[src/rtl/wallace_pkg.sv]
// Shared constants, stage-valid type and reduction-depth helpers for wallace_mult_pipe.
// Defining WALLACE_SIGNED_EN adds one Baugh-Wooley correction row to the partial-product matrix.
package wallace_pkg;

  localparam int LATENCY = 3;

`ifdef WALLACE_SIGNED_EN
  localparam int EXTRA_ROWS = 1;
`else
  localparam int EXTRA_ROWS = 0;
`endif

  typedef logic [LATENCY-1:0] stage_valid_t;

  // One Wallace level turns every group of three rows into two; leftovers pass through.
  function automatic int reduce_rows(input int n);
    return 2 * (n / 3) + (n % 3);
  endfunction

  function automatic int rows_at_level(input int width, input int level);
    int n;
    n = width + EXTRA_ROWS;
    for (int l = 0; l < level; l++) n = reduce_rows(n);
    return n;
  endfunction

  function automatic int reduction_depth(input int width);
    int n;
    int d;
    n = width + EXTRA_ROWS;
    d = 0;
    while (n > 2) begin
      n = reduce_rows(n);
      d++;
    end
    return d;
  endfunction

endpackage

[src/rtl/csa_row.sv]
// N-bit row of 3:2 compressors; the carry vector is returned already aligned to its
// output weight (shifted up one bit), so the top carry out of the row is dropped.
module csa_row #(
  parameter int N = 16
) (
  input  logic [N-1:0] x,
  input  logic [N-1:0] y,
  input  logic [N-1:0] z,
  output logic [N-1:0] sum,
  output logic [N-1:0] carry
);

  assign sum   = x ^ y ^ z;
  assign carry = {(x[N-2:0] & y[N-2:0]) | (x[N-2:0] & z[N-2:0]) | (y[N-2:0] & z[N-2:0]), 1'b0};

endmodule

[src/rtl/wallace_mult_pipe.sv]
// Three-stage pipelined Wallace-tree multiplier with valid/ready handshakes on both sides.
// Optional macro WALLACE_SIGNED_EN adds Data_in_Signed and Baugh-Wooley signed products.
module wallace_mult_pipe
  import wallace_pkg::*;
#(
  parameter int WIDTH = 8
) (
  input  logic                 clk,
  input  logic                 rst_n,
  input  logic [WIDTH-1:0]     Data_in_A,
  input  logic [WIDTH-1:0]     Data_in_B,
  input  logic                 Data_in_Valid,
  output logic                 Data_in_Ready,
`ifdef WALLACE_SIGNED_EN
  input  logic                 Data_in_Signed,
`endif
  output logic [2*WIDTH-1:0]   Data_out_Product,
  output logic                 Data_out_Valid,
  input  logic                 Data_out_Ready
);

  localparam int PW    = 2 * WIDTH;
  localparam int NROWS = WIDTH + EXTRA_ROWS;
  localparam int DEPTH = reduction_depth(WIDTH);

  stage_valid_t  vld;
  logic          adv1;
  logic          adv2;
  logic          adv3;
  logic          sgn;
  logic [PW-1:0] pp [NROWS];
  logic [PW-1:0] s1_rows [NROWS];
  logic [PW-1:0] lvl [DEPTH+1][NROWS];
  logic [PW-1:0] s2_sum;
  logic [PW-1:0] s2_carry;
  logic [PW-1:0] s3_prod;

  // A stage may take new data when it is empty or its contents move on this cycle.
  assign adv3          = !vld[2] || Data_out_Ready;
  assign adv2          = !vld[1] || adv3;
  assign adv1          = !vld[0] || adv2;
  assign Data_in_Ready = rst_n && adv1;

`ifdef WALLACE_SIGNED_EN
  assign sgn = Data_in_Signed;
`else
  assign sgn = 1'b0;
`endif

  // Signed pairs complement the bits that mix one sign bit with a magnitude bit and add
  // the constant 2^WIDTH + 2^(2*WIDTH-1) in the extra row (Baugh-Wooley).
  always_comb begin
    for (int j = 0; j < NROWS; j++) pp[j] = '0;
    for (int j = 0; j < WIDTH; j++) begin
      for (int i = 0; i < WIDTH; i++) begin
        pp[j][i+j] = (Data_in_A[i] & Data_in_B[j]) ^ (sgn && ((i == WIDTH-1) != (j == WIDTH-1)));
      end
    end
`ifdef WALLACE_SIGNED_EN
    pp[NROWS-1][WIDTH] = sgn;
    pp[NROWS-1][PW-1]  = sgn;
`endif
  end

  always_ff @(posedge clk or negedge rst_n) begin
    if (!rst_n) begin
      vld <= '0;
    end else begin
      if (adv1) vld[0] <= Data_in_Valid;
      if (adv2) vld[1] <= vld[0];
      if (adv3) vld[2] <= vld[1];
    end
  end

  always_ff @(posedge clk or negedge rst_n) begin
    if (!rst_n) begin
      for (int j = 0; j < NROWS; j++) s1_rows[j] <= '0;
      s2_sum   <= '0;
      s2_carry <= '0;
      s3_prod  <= '0;
    end else begin
      if (adv1) begin
        for (int j = 0; j < NROWS; j++) s1_rows[j] <= pp[j];
      end
      if (adv2) begin
        s2_sum   <= lvl[DEPTH][0];
        s2_carry <= lvl[DEPTH][1];
      end
      if (adv3) s3_prod <= s2_sum + s2_carry;
    end
  end

  for (genvar r = 0; r < NROWS; r++) begin : g_l0
    assign lvl[0][r] = s1_rows[r];
  end

  // Row slots above a level's live row count are tied to zero and never read.
  for (genvar l = 0; l < DEPTH; l++) begin : g_lvl
    localparam int RIN  = rows_at_level(WIDTH, l);
    localparam int NG   = RIN / 3;
    localparam int ROUT = reduce_rows(RIN);

    for (genvar g = 0; g < NG; g++) begin : g_csa
      csa_row #(.N(PW)) u_csa (
        .x     (lvl[l][3*g]),
        .y     (lvl[l][3*g+1]),
        .z     (lvl[l][3*g+2]),
        .sum   (lvl[l+1][2*g]),
        .carry (lvl[l+1][2*g+1])
      );
    end
    for (genvar r = 0; r < RIN % 3; r++) begin : g_pass
      assign lvl[l+1][2*NG+r] = lvl[l][3*NG+r];
    end
    for (genvar r = ROUT; r < NROWS; r++) begin : g_zero
      assign lvl[l+1][r] = '0;
    end
  end

  assign Data_out_Valid   = vld[2];
  assign Data_out_Product = vld[2] ? s3_prod : '0;

endmodule

[config.mk]
export PLATFORM = sky130hd
export DESIGN_NAME = wallace_mult_pipe
export DESIGN_NICKNAME = d
export VERILOG_FILES = /design/src/rtl/wallace_pkg.sv /design/src/rtl/csa_row.sv /design/src/rtl/wallace_mult_pipe.sv
export SDC_FILE = /design/constraint.sdc
export NUM_CORES = 1
export LEC_CHECK = 0
export ABC_CLOCK_PERIOD_IN_PS = 3300
export BUFFER_PORTS_ARGS = -buffer_cell sky130_fd_sc_hd__buf_2
export CORE_MARGIN = 10
export CORE_UTILIZATION = 45
export CTS_BUF_LIST = sky130_fd_sc_hd__clkbuf_8
export DETAILED_ROUTE_END_ITERATION = 6
export MAX_ROUTING_LAYER = met4
export PLACE_DENSITY_LB_ADDON = 0.3
export RECOVER_POWER = 100
export SYNTH_ARGS = -nofsm -noshare
export SYNTH_HDL_FRONTEND = slang
export SYNTH_SLANG_ARGS = --single-unit
[constraint.sdc]
create_clock -name clk -period 3.3 [get_ports clk]
set_clock_uncertainty 0.2 [all_clocks]
set_input_delay 0.495 -clock clk [delete_from_list [all_inputs] [get_ports clk]]
set_output_delay 0.495 -clock clk [all_outputs]
set_load 0.03 [all_outputs]
==> metrics.txt <==
status=complete, no violations; Resized cells post-CTS=0; crit path launch type=flip-flop; GRT overflow=0; Die W=134.5 um; Finished Layout Cells=770; drt drc=0; RSZ-0062 raised after global routing=no; Top FF cell, synth=dfrtp_1; Placed Area=6110 um2; Layout Cell Area excl Fill=6243 um2; first drt pass iteration count=4; LEAKAGE=2.968 nW; total track usage=0.1361; clk_lat worst skew=370 ps; CTS Buf Count=9; Avg Cell Area, Syn=10.20 um2; dominant cell type by area after synthesis=dfrtp_1; #FFs+latches synth=109; # H-tree levels=3; # setup viols final=0; post-synth top area share=0.4626; post-DR wirelength/cell=14.65 um; r2r setup slk=260 ps; placed cell count=754; Async SR Flop Fraction=1.000; f_max=329.4 MHz; CTS tree=yes; Post-DRT Antenna Nets=0; IO Count=38; Vias/cell=4.866; largest net degree at the start of global routing=123; crit share post-route=0.9199; Inserted Diodes=0; worst endpoint required time=3360 ps; flip-flop and latch area=2728 um2; Crit. End Element=flip-flop; starting density of the core=0.4634; hold crit path type=in -> reg; Post-DP HPWL=8373 um; PwrDens=649.3 nW/um2; Fillers=1254; CTS hold repair buffers=1; final wirelength=11280 um; Row Count=41; CTS root buf=clkbuf_8; most instantiated library cell after synthesis=nand2_1; GPL Wtd Cong=0.7942; P&R area growth vs syn=5.900%; first-pass GRT wire length=19710 um; vias in the first global route=3964; Netlist cell types=32; Crit Path Max Fanout=2; clock network power share=0.178; Slew @ Worst Pin=1158 ps; synthesized area=5896 um2; Flop pwr share=0.436; number of synthesized flops with an enable pin=0; Initial DRC Count=266; Syn. warnings=0; max-slew violations=0; Worst EP arrival=3090 ps; initial antenna violation count=0; clock slew at reported path FFs=90 ps; Peak VDD IR=322.8 uV; post-CTS setup buffers=0; die span in y=134.5 um; Comb pwr share=0.386; clk sink count=109; PortBufs=37; WS Path Type=reg -> reg; switching part of the total=0.3699; Period minus WS final=3036 ps; Switch Pwr=0.001500 W; share of cells above drive strength 1=0.1054; Setup TNS=0 ps; footprint of the multi-input gates=2740 um2; Vias=3747; Max Root-Sink Buffers=2; synth top area cells=dfrtp_1, fa_1, nand2_1, o21ai_0, ha_1; Final Hold Viols=0; Die ar.=18080 um2; Total Nets Final=678; synth cell count leaders=nand2_1, dfrtp_1, o21ai_0; MaxCap Viol Count=0; syn_nets=662; sequential share of the synthesized area=0.4626; internal power=0.002554 W; core box area=12720 um2; synthesized instance count=578; Max-slew headroom=0.2281
-- cell families after synthesis --
| group | share of synthesized area |
|---|---|
| xor+xnor | 0.01337 |
| fa+ha+maj | 0.1855 |
| compound gates | 0.08298 |
| simple gates | 0.1354 |
| mux | 0.04966 |
| buf+inv | 0.07046 |
| flops | 0.4626 |
-- power groups by stage --
stage               Sequential (W)  Clock, W  Combinational, W
floorplan                  0.00175         0           0.00123
global placement           0.00179         0           0.00153
detailed placement         0.00180         0           0.00160
CTS                        0.00177  0.000753           0.00162
global route               0.00181  0.000806           0.00182
finish                     0.00177  0.000723           0.00156
-- cells in the final DEF (no fill, tap or decap), drive strengths merged, types with 12 or more instances in the layout --
cell / count
buf: 20
fa: 39
nand2: 158
mux2: 26
o21ai: 73
ha: 25
inv: 50
a21oi: 12
and2: 17
dfrtp: 109
clkbuf: 31
-- per-stage QoR --
step                setup slack (ps)    util  total power, W  hold WS [ps]
detailed placement             264.7  0.4802        0.003396         180.2
global route                   169.2  0.4908        0.004431         109.4
floorplan                      342.0       -        0.002982       -0.5910
CTS                            258.9  0.4941        0.004145         95.56
global placement               294.5  0.4802        0.003322         178.5
finish                         264.3  0.4908        0.004054         117.9
-- worst paths after layout --
kind	startpoint	end	depth (start not counted)
worst min register to register	s3_prod[3]	s3_prod[3]	2
worst max-delay path	lvl[551]	s2_sum[7]	7
worst max register to register	lvl[551]	s2_sum[7]	7
worst min-delay path	Data_in_Valid	vld[0]	2
max in group asynchronous	rst_n	lvl[630]	3
min in group asynchronous	rst_n	s3_prod[15]	2
-- area by class of cell --
class | count | area share
multi-input combinational | 383 | 0.4389
sequential | 109 | 0.4369
tap | 172 | 0.03447
timing repair buffer | 42 | 0.03367
inverter | 49 | 0.02946
clock buffer | 10 | 0.02204
clock inverter | 5 | 0.004609
-- state kept, by name, summed over array words and instances (netlist names) --
| signal | cells |
|---|---|
| lvl | 64 |
| s2_carry | 11 |
| s2_sum | 15 |
| s3_prod | 16 |
| vld | 3 |
-- metal layers --
layer  wire length, um  part of all wire  GRT usage  vias up
met2              5266              0.47     0.2088       53
met5                 0                 0          -        -
met3               405             0.036    0.02893        5
met1              5529              0.49     0.1788     1836
li1                  -                 -          -     1853
met4                76            0.0067    0.03930        0
-- worst max-delay path, cell delays in order, from the launching register on --
cell     delay [ps]
dfrtp_1         410
fa_1            510
fa_1            540
inv_1            60
fa_1            470
inv_1            50
fa_1            420
mux2_2          270
(Power assumes the default switching activity.)
